**src/rtl/mbist_march_ctrl_if.sv**
```systemverilog
// SRAM-side bus of the March C- MBIST controller.
// master: the BIST controller driving the SRAM; slave: the SRAM (or its model).
interface mbist_march_ctrl_if #(
  parameter int unsigned ADDR_W = 6,
  parameter int unsigned DATA_W = 8
) ();

  logic [ADDR_W-1:0] ramaddr;
  logic [DATA_W-1:0] ramin;
  logic              rwbar;   // 1 = read, 0 = write
  logic              cs;
  logic [DATA_W-1:0] ramout;  // valid the cycle after a read is issued

  modport master (
    output ramaddr,
    output ramin,
    output rwbar,
    output cs,
    input  ramout
  );

  modport slave (
    input  ramaddr,
    input  ramin,
    input  rwbar,
    input  cs,
    output ramout
  );

endinterface

```
**src/rtl/mbist_march_ctrl.sv**
```systemverilog
// March C- memory BIST controller for a synchronous single-port SRAM.
//   E0 up w0 | E1 up (r0,w1) | E2 up (r1,w0) | E3 down (r0,w1) | E4 down (r1,w0) | E5 up r0
// Each read takes RD (issue) + CMP (check ramout) at the same address; E1-E4 then write (WR).
// Optional build macro MBIST_FAIL_STOP_EN: end the test at the first read mismatch.
module mbist_march_ctrl #(
  parameter int unsigned ADDR_W = 6,
  parameter int unsigned DATA_W = 8
) (
  input  logic                 clk,
  input  logic                 rst,
  input  logic                 start,
  mbist_march_ctrl_if.master   ram,
  output logic                 busy,
  output logic                 done,
  output logic                 fail,
  output logic [ADDR_W-1:0]    fail_addr,
  output logic [2:0]           fail_elem
);

  typedef enum logic [2:0] {StIdle, StWr, StRd, StCmp, StDone} state_e;

  localparam logic [ADDR_W-1:0] AddrMax = '1;
  localparam logic [ADDR_W-1:0] AddrOne = ADDR_W'(1);
  localparam logic [2:0]        ElemLast = 3'd5;

  state_e            state_q;
  logic [2:0]        elem_q;
  logic [ADDR_W-1:0] addr_q;
  logic              cs_q;
  logic              rwbar_q;
  logic [DATA_W-1:0] ramin_q;
  logic              busy_q;
  logic              done_q;
  logic              fail_q;
  logic [ADDR_W-1:0] fail_addr_q;
  logic [2:0]        fail_elem_q;

  logic              elem_down;
  logic              addr_last;
  logic [ADDR_W-1:0] addr_step;
  logic [2:0]        elem_next;
  logic              next_down;
  logic [DATA_W-1:0] rd_bg;
  logic [DATA_W-1:0] wr_bg;
  logic              mismatch;
  logic              stop_now;

  // Address walk, background selection and read comparison for the current element.
  always_comb begin
    elem_down = (elem_q == 3'd3) || (elem_q == 3'd4);
    addr_last = elem_down ? (addr_q == '0) : (addr_q == AddrMax);
    addr_step = elem_down ? (addr_q - AddrOne) : (addr_q + AddrOne);
    elem_next = elem_q + 3'd1;
    next_down = (elem_next == 3'd3) || (elem_next == 3'd4);
    // Odd elements (E1, E3, E5) read zeros and E1/E3 write ones; even ones are the inverse.
    rd_bg     = {DATA_W{~elem_q[0]}};
    wr_bg     = {DATA_W{elem_q[0]}};
    mismatch  = (ram.ramout != rd_bg);
`ifdef MBIST_FAIL_STOP_EN
    stop_now  = mismatch;
`else
    stop_now  = 1'b0;
`endif
  end

  // Sequencer: state, address/element counters, registered SRAM controls and status.
  always_ff @(posedge clk or posedge rst) begin
    if (rst) begin
      state_q     <= StIdle;
      elem_q      <= 3'd0;
      addr_q      <= '0;
      cs_q        <= 1'b0;
      rwbar_q     <= 1'b1;
      ramin_q     <= '0;
      busy_q      <= 1'b0;
      done_q      <= 1'b0;
      fail_q      <= 1'b0;
      fail_addr_q <= '0;
      fail_elem_q <= 3'd0;
    end else begin
      case (state_q)
        StIdle, StDone: begin
          if (start) begin
            state_q     <= StWr;
            elem_q      <= 3'd0;
            addr_q      <= '0;
            cs_q        <= 1'b1;
            rwbar_q     <= 1'b0;
            ramin_q     <= '0;
            busy_q      <= 1'b1;
            done_q      <= 1'b0;
            fail_q      <= 1'b0;
            fail_addr_q <= '0;
            fail_elem_q <= 3'd0;
          end
        end
        StWr: begin
          if (!addr_last) begin
            addr_q <= addr_step;
            // E0 is write-only; later elements start each address with a read.
            if (elem_q != 3'd0) begin
              state_q <= StRd;
              rwbar_q <= 1'b1;
              ramin_q <= '0;
            end
          end else begin
            elem_q  <= elem_next;
            addr_q  <= next_down ? AddrMax : '0;
            state_q <= StRd;
            rwbar_q <= 1'b1;
            ramin_q <= '0;
          end
        end
        StRd: begin
          state_q <= StCmp;
        end
        StCmp: begin
          if (mismatch && !fail_q) begin
            fail_q      <= 1'b1;
            fail_addr_q <= addr_q;
            fail_elem_q <= elem_q;
          end
          if (stop_now || ((elem_q == ElemLast) && addr_last)) begin
            state_q <= StDone;
            cs_q    <= 1'b0;
            rwbar_q <= 1'b1;
            ramin_q <= '0;
            addr_q  <= '0;
            busy_q  <= 1'b0;
            done_q  <= 1'b1;
          end else if (elem_q == ElemLast) begin
            addr_q  <= addr_step;
            state_q <= StRd;
          end else begin
            state_q <= StWr;
            rwbar_q <= 1'b0;
            ramin_q <= wr_bg;
          end
        end
        default: begin
          state_q <= StIdle;
          cs_q    <= 1'b0;
          rwbar_q <= 1'b1;
          ramin_q <= '0;
          busy_q  <= 1'b0;
        end
      endcase
    end
  end

  assign ram.ramaddr = addr_q;
  assign ram.ramin   = ramin_q;
  assign ram.rwbar   = rwbar_q;
  assign ram.cs      = cs_q;
  assign busy        = busy_q;
  assign done        = done_q;
  assign fail        = fail_q;
  assign fail_addr   = fail_addr_q;
  assign fail_elem   = fail_elem_q;

endmodule

```
**src/flat_wrapper.sv**
```systemverilog
// flat-port wrapper written by rule: the top's interface ports become plain ports
module mbist_march_ctrl_flat 
#(
  parameter int unsigned ADDR_W = 6,
  parameter int unsigned DATA_W = 8
)
  (clk, rst, start, busy, done, fail, fail_addr, fail_elem, ram_ramaddr, ram_ramin, ram_rwbar, ram_cs, ram_ramout);
  mbist_march_ctrl_if #(.ADDR_W(ADDR_W), .DATA_W(DATA_W)) ram_i ();
  input  logic clk;
  input  logic rst;
  input  logic start;
  output logic busy;
  output logic done;
  output logic fail;
  output logic [ADDR_W-1:0] fail_addr;
  output logic [2:0] fail_elem;
  output wire logic [$bits(ram_i.ramaddr)-1:0] ram_ramaddr;
  output wire logic [$bits(ram_i.ramin)-1:0] ram_ramin;
  output wire logic [$bits(ram_i.rwbar)-1:0] ram_rwbar;
  output wire logic [$bits(ram_i.cs)-1:0] ram_cs;
  input wire logic [$bits(ram_i.ramout)-1:0] ram_ramout;
  assign ram_ramaddr = ram_i.ramaddr;
  assign ram_ramin = ram_i.ramin;
  assign ram_rwbar = ram_i.rwbar;
  assign ram_cs = ram_i.cs;
  assign ram_i.ramout = ram_ramout;
  mbist_march_ctrl #(.ADDR_W(ADDR_W), .DATA_W(DATA_W)) u_core (.clk(clk), .rst(rst), .start(start), .ram(ram_i), .busy(busy), .done(done), .fail(fail), .fail_addr(fail_addr), .fail_elem(fail_elem));
endmodule
```
**config.mk**
```make
export PLATFORM = sky130hd
export DESIGN_NAME = mbist_march_ctrl_flat
export DESIGN_NICKNAME = d
export VERILOG_FILES = /design/src/rtl/mbist_march_ctrl_if.sv /design/src/rtl/mbist_march_ctrl.sv /design/src/flat_wrapper.sv
export SDC_FILE = /design/constraint.sdc
export NUM_CORES = 1
export LEC_CHECK = 0
export ABC_AREA = 0
export CAP_MARGIN = 20
export CORE_ASPECT_RATIO = 1.75
export CORE_MARGIN = 3
export CORE_UTILIZATION = 37
export CTS_BUF_LIST = sky130_fd_sc_hd__clkbuf_4 sky130_fd_sc_hd__clkbuf_8
export CTS_CLUSTER_SIZE = 40
export DETAILED_ROUTE_END_ITERATION = 16
export PLACE_DENSITY = 0.65
export SLEW_MARGIN = 20
export SYNTH_ARGS = -nofsm -noshare
export SYNTH_HDL_FRONTEND = slang
export SYNTH_SLANG_ARGS = --single-unit
```
**constraint.sdc**
```tcl
create_clock -name clk -period 2.3 [get_ports clk]
set_clock_uncertainty 0.05 [all_clocks]
set_input_delay 0.46 -clock clk [delete_from_list [all_inputs] [get_ports clk]]
set_output_delay 0.46 -clock clk [all_outputs]
set_load 0.01 [all_outputs]
```
# Word-level counts from Yosys, hierarchy flattened

Index checks and enable logic that the tools add are counted.

Bits in registers: 33
Bits of input ports: 11
Output and inout bits: 28
Logic and storage cells: 94

Equal/unequal tests: 18
$add $sub $neg: 3
Multiplexer cells: 40
Reductions and logical operators: 20
Bitwise logic cells: 3

Operators by type and width:

| operator                                          | number |
|---|---|
| 2-to-1 mux 6 bit                                  | 7 |
| 2-to-1 mux 8 bit                                  | 5 |
| one-hot mux 8 bit (4 select lines)                | 1 |
| 2-to-1 mux 3 bit                                  | 7 |
| one-hot mux 6 bit (3 select lines)                | 1 |
| AND reduction 3 bit                               | 5 |
| == test 3 x 2 -> 1 bit (second input constant)    | 4 |
| == test 3 bit (second input constant)             | 4 |
| one-hot mux 3 bit (2 select lines)                | 2 |
| one-hot mux 3 bit (4 select lines)                | 1 |
| one-hot mux 6 bit (2 select lines)                | 1 |
| 2-to-1 mux 1 bit                                  | 10 |
| != test 8 bit                                     | 1 |
| adder 6 x 1 -> 6 bit (second input constant)      | 1 |
| == test 6 bit (second input constant)             | 1 |
| zero test 6 bit                                   | 1 |
| != test 2 x 1 -> 1 bit (second input constant)    | 3 |
| != test 3 x 1 -> 1 bit (second input constant)    | 2 |
| nonzero test 3 bit                                | 2 |
| subtractor 6 x 1 -> 6 bit (second input constant) | 1 |
| one-hot mux 1 bit (2 select lines)                | 2 |
| one-hot mux 1 bit (4 select lines)                | 1 |
| AND reduction 4 bit                               | 1 |
| nonzero test 2 bit                                | 2 |
| other kinds (13)                                  | 18 |

# Depth between registers and ports, before layout

Gate-level depths: netlist of run 1.

Depth after elaboration: 6
Depth in mapped cells: 10
Depth with buffers taken out: 10

# Worst setup path before layout of run 1

Ideal clock, no wire load.

Path type: flip-flop to flip-flop
Start point: register u_core.elem_q[0]
End point: register u_core.addr_q[4] (netlist: u_core.ram.ramaddr[4])
Slack: -49 ps
Library setup time: 143 ps
Path buffers: 0
Required time: 2107 ps
Arrival: 2156 ps
Stages on the path, launching flop included: 10
Path through: dfrtp_1 > inv_1 > ha_1 > mux2_4 > ha_1 > nor2b_1 > o21a_1 > or3_1 > a21oi_1 > o22ai_1

Word-level cells in the longest chain between the ends: 6

Ends and longest elaborated chain:

| item                                                                      | line                    | RTL |
|---|---|---|
| from (decl)                                                               | mbist_march_ctrl.sv:27  | `logic [2:0] elem_q;` |
| from (signal assigned)                                                    | mbist_march_ctrl.sv:107 | `elem_q <= elem_next;` |
| adder 3 x 1 -> 3 bit, or another cell as far along                        | mbist_march_ctrl.sv:53  | `elem_next = elem_q + 3'd1;` |
| == test 3 x 2 -> 1 bit, or another cell as far along                      | mbist_march_ctrl.sv:54  | `next_down = (elem_next == 3'd3) \|\| (elem_next == 3'd4);` |
| logical OR 1 bit, or another cell as far along                            | mbist_march_ctrl.sv:54  |  |
| 2-to-1 mux 6 bit, or another cell as far along                            | mbist_march_ctrl.sv:108 | `addr_q <= next_down ? AddrMax : '0;` |
| 2-to-1 mux 6 bit, or another cell as far along                            | mbist_march_ctrl.sv:98  | `if (!addr_last) begin` |
| one-hot mux 6 bit (3 select lines) or AND reduction 3 bit (tied branches) | n/a                     |  |
| to (signal assigned)                                                      | mbist_march_ctrl.sv:99  | `addr_q <= addr_step;` |
| to (signal assigned)                                                      | mbist_march_ctrl.sv:108 |  |
| to (signal assigned)                                                      | mbist_march_ctrl.sv:132 | `addr_q <= addr_step;` |
| to (decl)                                                                 | mbist_march_ctrl.sv:28  | `logic [ADDR_W-1:0] addr_q;` |

Parallel ways exist; a longest one is shown, timed or not. The select of a mux whose other input is x is not followed.
A chain may end at the register's enable or synchronous reset.

# Final worst setup path of run 1

Start point: register u_core.elem_q[1]
End point: register u_core.addr_q[4] (netlist: u_core.ram.ramaddr[4])

Same word-level chain as after synthesis.

==> out/summary.txt, run 1 <==
Outcome -> completed
Gr ovfl total -> 0
YS warnings -> 0
# DRC -> 0
Worst-Skew Late Latency -> 270 ps
R2R Path End -> u_core.ram.ramaddr[4]
Die Height -> 97.83 µm
Pwr per Cell Area -> 1400 mW/mm²
Count of final setup violators -> 0
DP HPWL -> 3395 µm
PortBufs -> 38
Met2 usage -> 28.85%
Layout cells sized above 1 -> 14.72%
CP startpoint kind -> flip-flop
Ys flop type -> dfrtp_1
Reg2reg setup slack -> 100 ps
Hold Path Depth -> 1
Synth area leaders -> dfrtp_1 (35%), mux2i_1 (6.7%), ha_1 (5.6%)
Max-slew violations -> 0
N_diodes -> 0
Hold Fails Final Rpt -> 0
Num Clock Sinks -> 26
Drt total wl -> 4529 µm
Sequence of cells on the critical path -> ha_2 -> mux2_4 -> ha_4 -> nor2b_1 -> o21a_1 -> or3_1 -> a21oi_1 -> o22ai_1
Grt met1 use -> 19.60%
Max Buffers Root-to-Sink -> 2
Dpl cells -> 276
Die Area -> 0.005721 mm²
Hold WS -> 445.6 ps
CP max stage delay -> 430 ps
HP Start -> u_core.done
Min cycle time layout -> 2205 ps
Die Wd -> 58.48 µm
Setup ws final -> 95.15 ps
Crit-path slowest cell -> dfrtp_1
Syn avg cell area -> 9.434 µm²
Yosys top cell by area -> dfrtp_1
Met3 Resource Use GR -> 2.778%
Fin nets -> 252
Worst hold path endpoint -> u_core.done
Worst min path class -> flip-flop to flip-flop
Max IR drop VDD -> 0.0008751 V
Post-synth EDFFs -> 0
Top-Level Pins -> 39
Clock root buffer master -> clkbuf_8
FF+latch count, synth -> 26
Initial Utilization -> 39.41%
Number of global-route vias before repair -> 1580
Vias post-DR -> 1558
Pin count of the biggest net entering global routing -> 27
Syn Nets -> 209
Core Box Area -> 0.004524 mm²
Antenna-violating nets left -> 0
Measured slew at the worst slew-check pin -> 453.2 ps
Max-cap violations -> 0
Leakage power -> 0.9845 nW
CP Capture Type -> flip-flop
Arrival @ worst endpoint -> 2320 ps
Global-route wire length before repair -> 7534 µm
Fin cells -> 282
Gpl congestion -> 0.9018
Tot GR Track Use -> 16.69%
Pre-CTS setup slack -> 36.86 ps
Via density -> 5.525
CTS Buf Count -> 3
Top-area cell type share of the netlist area -> 35.09%
Post-Syn Instances -> 189
Register area share after synthesis -> 36.56%
Post-synth ARST share -> 100.0%
Synth cell types -> 51
WS Path Type -> flip-flop to flip-flop
CTS clk-pin slew, worst paths -> 90 ps
WL/cell -> 16.06 µm
# rows -> 32
Count leader, synth -> dfrtp_1
Commonest cells in the netlist -> dfrtp_1 (25), nand2_1 (24), inv_1 (14)
Layout Area Growth over Synthesis -> 30.10%
Synthesized cell area -> 0.001783 mm²
Slew headroom -> 69.53%
DRT Pass-1 Iters -> 4
Iteration-0 DRC Markers -> 29
CTS tree -> yes
Period utilization -> 95.86%
Fmax -> 453.5 MHz
Reg2reg start -> u_core.elem_q[1]
Required @ worst endpoint -> 2410 ps
R2R depth -> 8
Busiest grt layer -> met2
CP Max Fanout -> 8
Max H-tree Level -> 1
Antenna violations before repair -> 0
==> final cells by class <==
cell class / instances / area, µm²
Inverter: 15 / 61.31
Multi-Input combinational cell: 133 / 994.7
Clock buffer: 4 / 55.05
Timing Repair Buffer: 53 / 493.0
Sequential cell: 26 / 651.9
Tap cell: 51 / 63.81
Fill cell: 421 / 2205
==> layer usage <==
| metal | vias up | wire length, µm |
|---|---|---|
| met5 | - | 0 |
| met2 | 45 | 2356 |
| met4 | 0 | 127 |
| li1 | 759 | - |
| met1 | 741 | 1836 |
| met3 | 13 | 208 |
==> layout by cell type, fill, tap and decap left out, drive strengths merged, types with 5 or more instances in the layout <==
cell,Yosys,routed
nand4,6,6
inv,14,14
clkdlybuf4s50,0,38
o22ai,5,5
o21ai,5,5
dfrtp,25,25
nor2,7,7
nand2,24,24
ha,8,8
mux2i,12,12
a21oi,7,7
nand3,5,5
buf,12,15
==> flip-flops by register name, summed over array words and instances, names as in the netlist <==
register            flops
u_core.done             1
u_core.fail_elem        3
u_core.ram.ramin        1
u_core.ram.cs           1
u_core.state_q          3
u_core.fail_addr        6
u_core.ram.ramaddr      6
u_core.ram.rwbar        1
u_core.fail             1
u_core.elem_q           3
==> how the worst max path moves through the flow <==
stage / endpoint / cells after the start / start
after floorplan: u_core.ram.ramaddr[4] / 9 / u_core.elem_q[0]
after global placement: u_core.ram.ramaddr[4] / 9 / u_core.elem_q[1]
after detailed placement: u_core.ram.ramaddr[5] / 9 / u_core.elem_q[1]
after CTS: u_core.ram.ramaddr[5] / 9 / u_core.elem_q[1]
after global routing: u_core.ram.ramaddr[4] / 9 / u_core.elem_q[0]
final: u_core.ram.ramaddr[4] / 8 / u_core.elem_q[1]
==> critical path, delay by kind of cell (launching register included) <==
| family | cells | cell delay (ps) |
|---|---|---|
| adder cells (fa/ha/maj) | 2 | 470 |
| flip-flops | 1 | 430 |
| AND/OR/NAND/NOR | 2 | 420 |
| AO/OA/AOI/OAI | 3 | 390 |
| multiplexers | 1 | 350 |
==> logic make-up (layout without fill, tap and decap cells) <==
group	count (synthesis)	in the layout	share of synthesized area (%)
mux	14	14	8.211
fa+ha+maj	10	10	7.299
xor+xnor	3	3	1.474
simple gates	64	64	19.72
buf+inv	30	72	9.263
flops	26	26	36.56
compound gates	42	42	17.47
==> report_power, final <==
part	leakage (nW)	switching, W	internal (W)	total [W]
sequential	0.341	0.000177	0.000645	0.000823
combinational	0.615	0.00109	0.00104	0.00213
clock	0.0288	0.000145	0.000153	0.000298
==> per-stage QoR <==
stage | area, µm² | setup TNS [ps] | total power (W) | util [%]
2_1_floorplan | 1795 | 0 | 0.002183 | -
5_1_grt | 2320 | -6.597 | 0.003508 | 51.27
3_5_place_dp | 2240 | 0 | 0.002897 | 49.50
4_1_cts | 2295 | 0 | 0.003210 | 50.72
3_3_place_gp | 2240 | 0 | 0.002875 | 49.50
6_report | 2320 | 0 | 0.003247 | 51.27
==> what timing repair did <==
item | in CTS | in global routing
buffers inserted | 0 | 2
resized for setup | 0 | 4
endpoints found under the setup margin | 0 | 4
hold buffers | 0 | 0
(Power assumes the default switching activity.)
==> run 2, diff against run 1 <==
--- a/config.mk
+++ b/config.mk
@@ -9,11 +9,11 @@
 export CAP_MARGIN = 20
 export CORE_ASPECT_RATIO = 1.75
 export CORE_MARGIN = 3
-export CORE_UTILIZATION = 37
+export CORE_UTILIZATION = 44
 export CTS_BUF_LIST = sky130_fd_sc_hd__clkbuf_4 sky130_fd_sc_hd__clkbuf_8
 export CTS_CLUSTER_SIZE = 40
 export DETAILED_ROUTE_END_ITERATION = 16
-export PLACE_DENSITY = 0.65
+export PLACE_DENSITY = 0.75
 export SLEW_MARGIN = 20
 export SYNTH_ARGS = -nofsm -noshare
 export SYNTH_HDL_FRONTEND = slang
==> run 2 against run 1 <==
First-iteration DRC count fell by 31%. Routed wire length hardly changed. Final cell count is 0.35% lower. Die area shrank 15%. Critical endpoint unchanged. Fmax fell by 2.1%. Largest power group unchanged. Setup slack got worse by 48 ps. Core utilization up 8.9 points. Final area grew 1.2%. Register-to-register slack worse by 50 ps. Sequential power barely moved. Clock power grew 2%. Highest routed layer unchanged. Non-clock buffer count rose by 2. Largest cell class unchanged.
==> out/summary.txt, run 2 (synthesis gave the netlist of run 1 again) <==
WL/cell -> 16.10 µm (+0.27%)
Leakage power -> 0.9976 nW (+1.3%)
Layout Area Growth over Synthesis -> 31.65%
# rows -> 30 (-6.3%)
Die Height -> 90.21 µm (-7.8%)
Reg2reg setup slack -> 50 ps (-50 ps)
Iteration-0 DRC Markers -> 20 (-31%)
Clock root buffer master -> clkbuf_8
Measured slew at the worst slew-check pin -> 812.0 ps (+358.8 ps)
Worst-Skew Late Latency -> 270 ps (about the same)
Dpl cells -> 272 (-1.4%)
Min cycle time layout -> 2253 ps (+48.39 ps)
End-of-flow core utilization -> 60.13% (+8.9 points)
Die Area -> 0.004882 mm² (-15%)
N_diodes -> 0 (unchanged)
FF+latch area -> 651.9 µm² (unchanged)
Gr ovfl total -> 0 (unchanged)
DRT Pass-1 Iters -> 4 (unchanged)
Number of global-route vias before repair -> 1633 (+3.4%)
Layout cells sized above 1 -> 16.74% (+2.0 points)
Antenna violations before repair -> 0 (unchanged)
Period utilization -> 97.97% (+2.1 points)
Worst min path class -> flip-flop to flip-flop
PortBufs -> 38 (unchanged)
Most frequent cells in the layout -> clkdlybuf4s50_1 (38), dfrtp_1 (25), nand2_1 (24)
Slew headroom -> 45.42% (-24 points)
CTS tree -> yes
Fillers -> 340 (-19%)
DP HPWL -> 3393 µm (about the same)
WS Path Type -> flip-flop to flip-flop
Global-route wire length before repair -> 7203 µm (-4.4%)
Initial Utilization -> 45.67% (+6.3 points)
Commonest non-fill, non-tap cell in the layout -> clkdlybuf4s50_1
Max Buffers Root-to-Sink -> 2 (unchanged)
CP startpoint kind -> flip-flop
Drt total wl -> 4525 µm (about the same)
Tot GR Track Use -> 19.28% (+2.6 points)
Max IR drop VDD -> 0.001328 V (+52%)
Antenna-violating nets left -> 0 (unchanged)
Top-Level Pins -> 39 (unchanged)
Vias post-DR -> 1553 (-0.32%)
Hold Fails Final Rpt -> 0 (unchanged)
Pwr per Cell Area -> 1420 mW/mm² (+1.5%)
Fin nets -> 254 (+0.79%)
Pin count of the biggest net entering global routing -> 27 (unchanged)
CTS clk-pin slew, worst paths -> 90 ps (about the same)
Max H-tree Level -> 1 (unchanged)
RSZ-0062 raised after global routing -> yes
# DRC -> 0 (unchanged)
CP Max Fanout -> 6 (-2)
Gpl congestion -> 0.8539 (-5.3%)
Fin cells -> 281 (-0.35%)
Outcome -> completed
Core Box Area -> 0.003904 mm² (-14%)
Via density -> 5.527 (about the same)
Max-cap violations -> 0 (unchanged)
Hold WS -> 451.4 ps (+5.814 ps)
Count of final setup violators -> 0 (unchanged)
CP Capture Type -> flip-flop
Required @ worst endpoint -> 2410 ps (about the same)
Fmax -> 443.8 MHz (-2.1%)
CTS Buf Count -> 3 (unchanged)
Die Wd -> 54.12 µm (-7.4%)
Max-slew violations -> 0 (unchanged)
Num Clock Sinks -> 26 (unchanged)
Arrival @ worst endpoint -> 2370 ps (+50 ps)
Multi-input gate area -> 0.001011 mm² (+1.6%)
==> run 2: per-stage QoR <==
stage | total power, W | setup TNS (ps) | cell area (µm²) | setup slack [ps]
5_1_grt | 0.003584 | -48.99 | 2347 | -40.19
4_1_cts | 0.003233 | 0 | 2302 | 0.3206
3_5_place_dp | 0.002885 | -664.2 | 2228 | -116.3
3_3_place_gp | 0.002850 | -51.83 | 2228 | -47.62
6_report | 0.003334 | 0 | 2347 | 46.76
2_1_floorplan | 0.002183 | 0 | 1795 | 53.52
==> run 2: timing repair <==
action	in CTS	in global routing
gates resized for setup	2	6
gates cloned	0	0
setup buffers	2	3
setup endpoints to repair	2	2
hold buffers	0	0
pin swaps	1	3
==> run 2: area by class of cell <==
| class | count | area share (%) |
|---|---|---|
| Sequential cell | 26 | 27.77 |
| Tap cell | 48 | 2.559 |
| Inverter | 15 | 2.612 |
| Multi-Input combinational cell | 133 | 43.07 |
| Clock buffer | 4 | 2.345 |
| Timing Repair Buffer | 55 | 21.64 |
==> run 2: critical path: stages (launching register included) <==
cell and delay, ps:
dfrtp_1 420, inv_2 70, ha_4 160, mux2_4 320
ha_4 260, nor2b_1 130, o21a_1 170, or3_4 330
a21oi_2 160, o22ai_1 80
==> run 2: path summary, 6_finish.rpt <==
check | startpoint | endpoint | cells after the start
setup / recovery | u_core.elem_q[1] | u_core.ram.ramaddr[4] | 9
hold / removal | u_core.done | u_core.done | 1
setup reg to reg | u_core.elem_q[1] | u_core.ram.ramaddr[4] | 9
hold reg to reg | u_core.done | u_core.done | 1
max in group asynchronous | rst | u_core.ram.rwbar | 3
min in group asynchronous | rst | u_core.fail_addr[2] | 3
==> run 2: per-layer routing <==
layer / vias to the layer above / track usage, % / routed length [µm]
met4: 0 / 8.108 / 138
met1: 732 / 21.38 / 1708
met5: - / 0 / 0
met2: 44 / 34.70 / 2534
met3: 15 / 1.824 / 144
li1: 762 / - / -
==> run 2: power breakdown <==
group | total [W] | switching, W | internal [W]
Sequential | 0.000822 | 0.000176 | 0.000646
Combinational | 0.00221 | 0.00112 | 0.00109
Clock | 0.000303 | 0.000150 | 0.000153
==> run 3, diff against run 2 <==
--- a/config.mk
+++ b/config.mk
@@ -13,7 +13,7 @@
 export CTS_BUF_LIST = sky130_fd_sc_hd__clkbuf_4 sky130_fd_sc_hd__clkbuf_8
 export CTS_CLUSTER_SIZE = 40
 export DETAILED_ROUTE_END_ITERATION = 16
-export PLACE_DENSITY = 0.75
+export PLACE_DENSITY_LB_ADDON = 0.25
 export SLEW_MARGIN = 20
 export SYNTH_ARGS = -nofsm -noshare
 export SYNTH_HDL_FRONTEND = slang
==> run 3 against run 2 <==
Critical path type unchanged. Final area is 0.64% higher. Flip-flop and latch count stayed put. Die area stayed put. Sequential share of layout area is 0.18 points lower. Register-to-register slack hardly changed. Power is 3.3% higher.
==> out/summary.txt, run 3 (synthesis gave the netlist of run 1 again) <==
Worst path top cell family by delay -> simple AND/OR/NAND/NOR gates
Number of global-route vias before repair -> 1549 (-5.1%)
Measured slew at the worst slew-check pin -> 426.4 ps (-385.6 ps)
CP Max Fanout -> 7 (+1)
Pin count of the biggest net entering global routing -> 27 (unchanged)
Drt total wl -> 4549 µm (+0.53%)
Max H-tree Level -> 1 (unchanged)
Crit-path slowest cell -> dfrtp_1
Tot GR Track Use -> 20.14% (+0.86 points)
CTS tree -> yes
Pwr per Cell Area -> 1458 mW/mm² (+2.7%)
WS Path Type -> flip-flop to flip-flop
Slew headroom -> 71.34% (+26 points)
Required @ worst endpoint -> 2400 ps (about the same)
# rows -> 30 (unchanged)
CP max stage delay -> 420 ps (about the same)
Die Wd -> 54.12 µm (unchanged)
Clock root buffer master -> clkbuf_8
Tot Pwr -> 0.003444 W (+3.3%)
# DRC -> 0 (unchanged)
Leakage power -> 1.007 nW (+0.90%)
Placed cell area -> 0.002258 mm² (+1.3%)
Cell area after layout -> 0.002362 mm² (+0.64%)
Max-cap violations -> 0 (unchanged)
Sequence of cells on the critical path -> inv_2 -> ha_2 -> mux2_4 -> ha_4 -> nor2b_1 -> o21a_1 -> or3_4 -> a21oi_2 -> o22ai_1
Most frequent cells in the layout -> clkdlybuf4s50_1 (38), dfrtp_1 (25), nand2_1 (24)
CTS Buf Count -> 3 (unchanged)
Max-slew violations -> 0 (unchanged)
Gr ovfl total -> 0 (unchanged)
Gpl congestion -> 0.9156 (+7.2%)
Min cycle time layout -> 2249 ps (-4.021 ps)
Antenna-violating nets left -> 0 (unchanged)
Antenna violations before repair -> 0 (unchanged)
Commonest non-fill, non-tap cell in the layout -> clkdlybuf4s50_1
Arrival @ worst endpoint -> 2350 ps (-20 ps)
WL/cell -> 16.13 µm (+0.17%)
Via density -> 5.709 (+3.3%)
Outcome -> completed
Vias post-DR -> 1610 (+3.7%)
Fin nets -> 255 (+0.39%)
Die Area -> 0.004882 mm² (unchanged)
Max IR drop VDD -> 0.001355 V (+2.0%)
Hold Fails Final Rpt -> 0 (unchanged)
CP startpoint kind -> flip-flop
Layout cells sized above 1 -> 17.09% (+0.36 points)
Worst min path class -> flip-flop to flip-flop
N_diodes -> 0 (unchanged)
CTS clk-pin slew, worst paths -> 100 ps (about the same)
Pre-CTS setup slack -> 57.77 ps (+174.1 ps)
Worst-Skew Late Latency -> 280 ps (about the same)
Count of final setup violators -> 0 (unchanged)
Layout Area Growth over Synthesis -> 32.49%
Num Clock Sinks -> 26 (unchanged)
Initial Utilization -> 45.67% (unchanged)
Max Buffers Root-to-Sink -> 2 (unchanged)
Global-route wire length before repair -> 7458 µm (+3.5%)
Period utilization -> 97.79% (-0.17 points)
DRT Pass-1 Iters -> 5 (+1)
Core Box Area -> 0.003904 mm² (unchanged)
DP HPWL -> 3473 µm (+2.4%)
Top-Level Pins -> 39 (unchanged)
Fmax -> 444.6 MHz (+0.18%)
PortBufs -> 38 (unchanged)
Setup ws final -> 50.78 ps (+4.021 ps)
Die Height -> 90.21 µm (unchanged)
Iteration-0 DRC Markers -> 36 (+80%)
Crit path buffers/inverters -> 1 (unchanged)
CP Capture Type -> flip-flop
[run 3: cell count changes in the layout (fill, tap and decap cells not counted)]
cell and change:
a2111oi_0 -1, a2111oi_1 +1, buf_4 +1, bufinv_16 +1, clkbuf_8 -1, ha_2 +1
ha_4 -1
[run 3: per-stage QoR]
step / hold slack (ps) / cells / TNS, ps / util [%]
after floorplan: 448.4 / 189 / 0 / -
after global placement: 430.9 / 276 / 0 / 57.85
after detailed placement: 443.9 / 276 / 0 / 57.85
after CTS: 466.6 / 280 / 0 / 59.68
after global routing: 480.7 / 282 / -14.60 / 60.51
final: 456.2 / 282 / 0 / 60.51
[run 3: timing repair]
item,in CTS,in global routing
hold buffers,0,0
endpoints found under the setup margin,0,6
gates resized for setup,0,8
setup buffers,0,2
[run 3: area by class of cell]
class / count / area (µm²)
Fill cell: 361 / 1541
Sequential cell: 26 / 651.9
Clock buffer: 3 / 41.29
Multi-Input combinational cell: 133 / 1002
Timing Repair Buffer: 56 / 515.5
Tap cell: 48 / 60.06
Inverter: 15 / 61.31
Clock inverter: 1 / 30.03
[run 3: routing by layer]
| metal | vias to the layer above | track usage [%] | wire, µm |
|---|---|---|---|
| met3 | 12 | 2.653 | 206 |
| met5 | - | 0 | 0 |
| met2 | 59 | 34.00 | 2460 |
| met1 | 775 | 24.63 | 1739 |
| met4 | 0 | 7.692 | 143 |
| li1 | 764 | - | - |
[run 3: path summary, 6_finish.rpt]
check	startpoint	to	slack, ps	depth (start not counted)
max	u_core.elem_q[1]	u_core.ram.ramaddr[4]	50	9
min reg2reg	u_core.done	u_core.done	460	1
max reg2reg	u_core.elem_q[1]	u_core.ram.ramaddr[4]	50	9
min in group asynchronous	rst	u_core.fail_addr[0]	470	3
max in group asynchronous	rst	u_core.ram.rwbar	1430	3
min	u_core.done	u_core.done	460	1
[run 3: power breakdown]
part | switching (W) | internal, W | leakage (nW) | total [W]
sequential | 0.000169 | 0.000645 | 0.341 | 0.000815
combinational | 0.00114 | 0.00110 | 0.630 | 0.00224
clock | 0.000155 | 0.000233 | 0.0357 | 0.000388
total | 0.00147 | 0.00198 | 1.01 | 0.00344
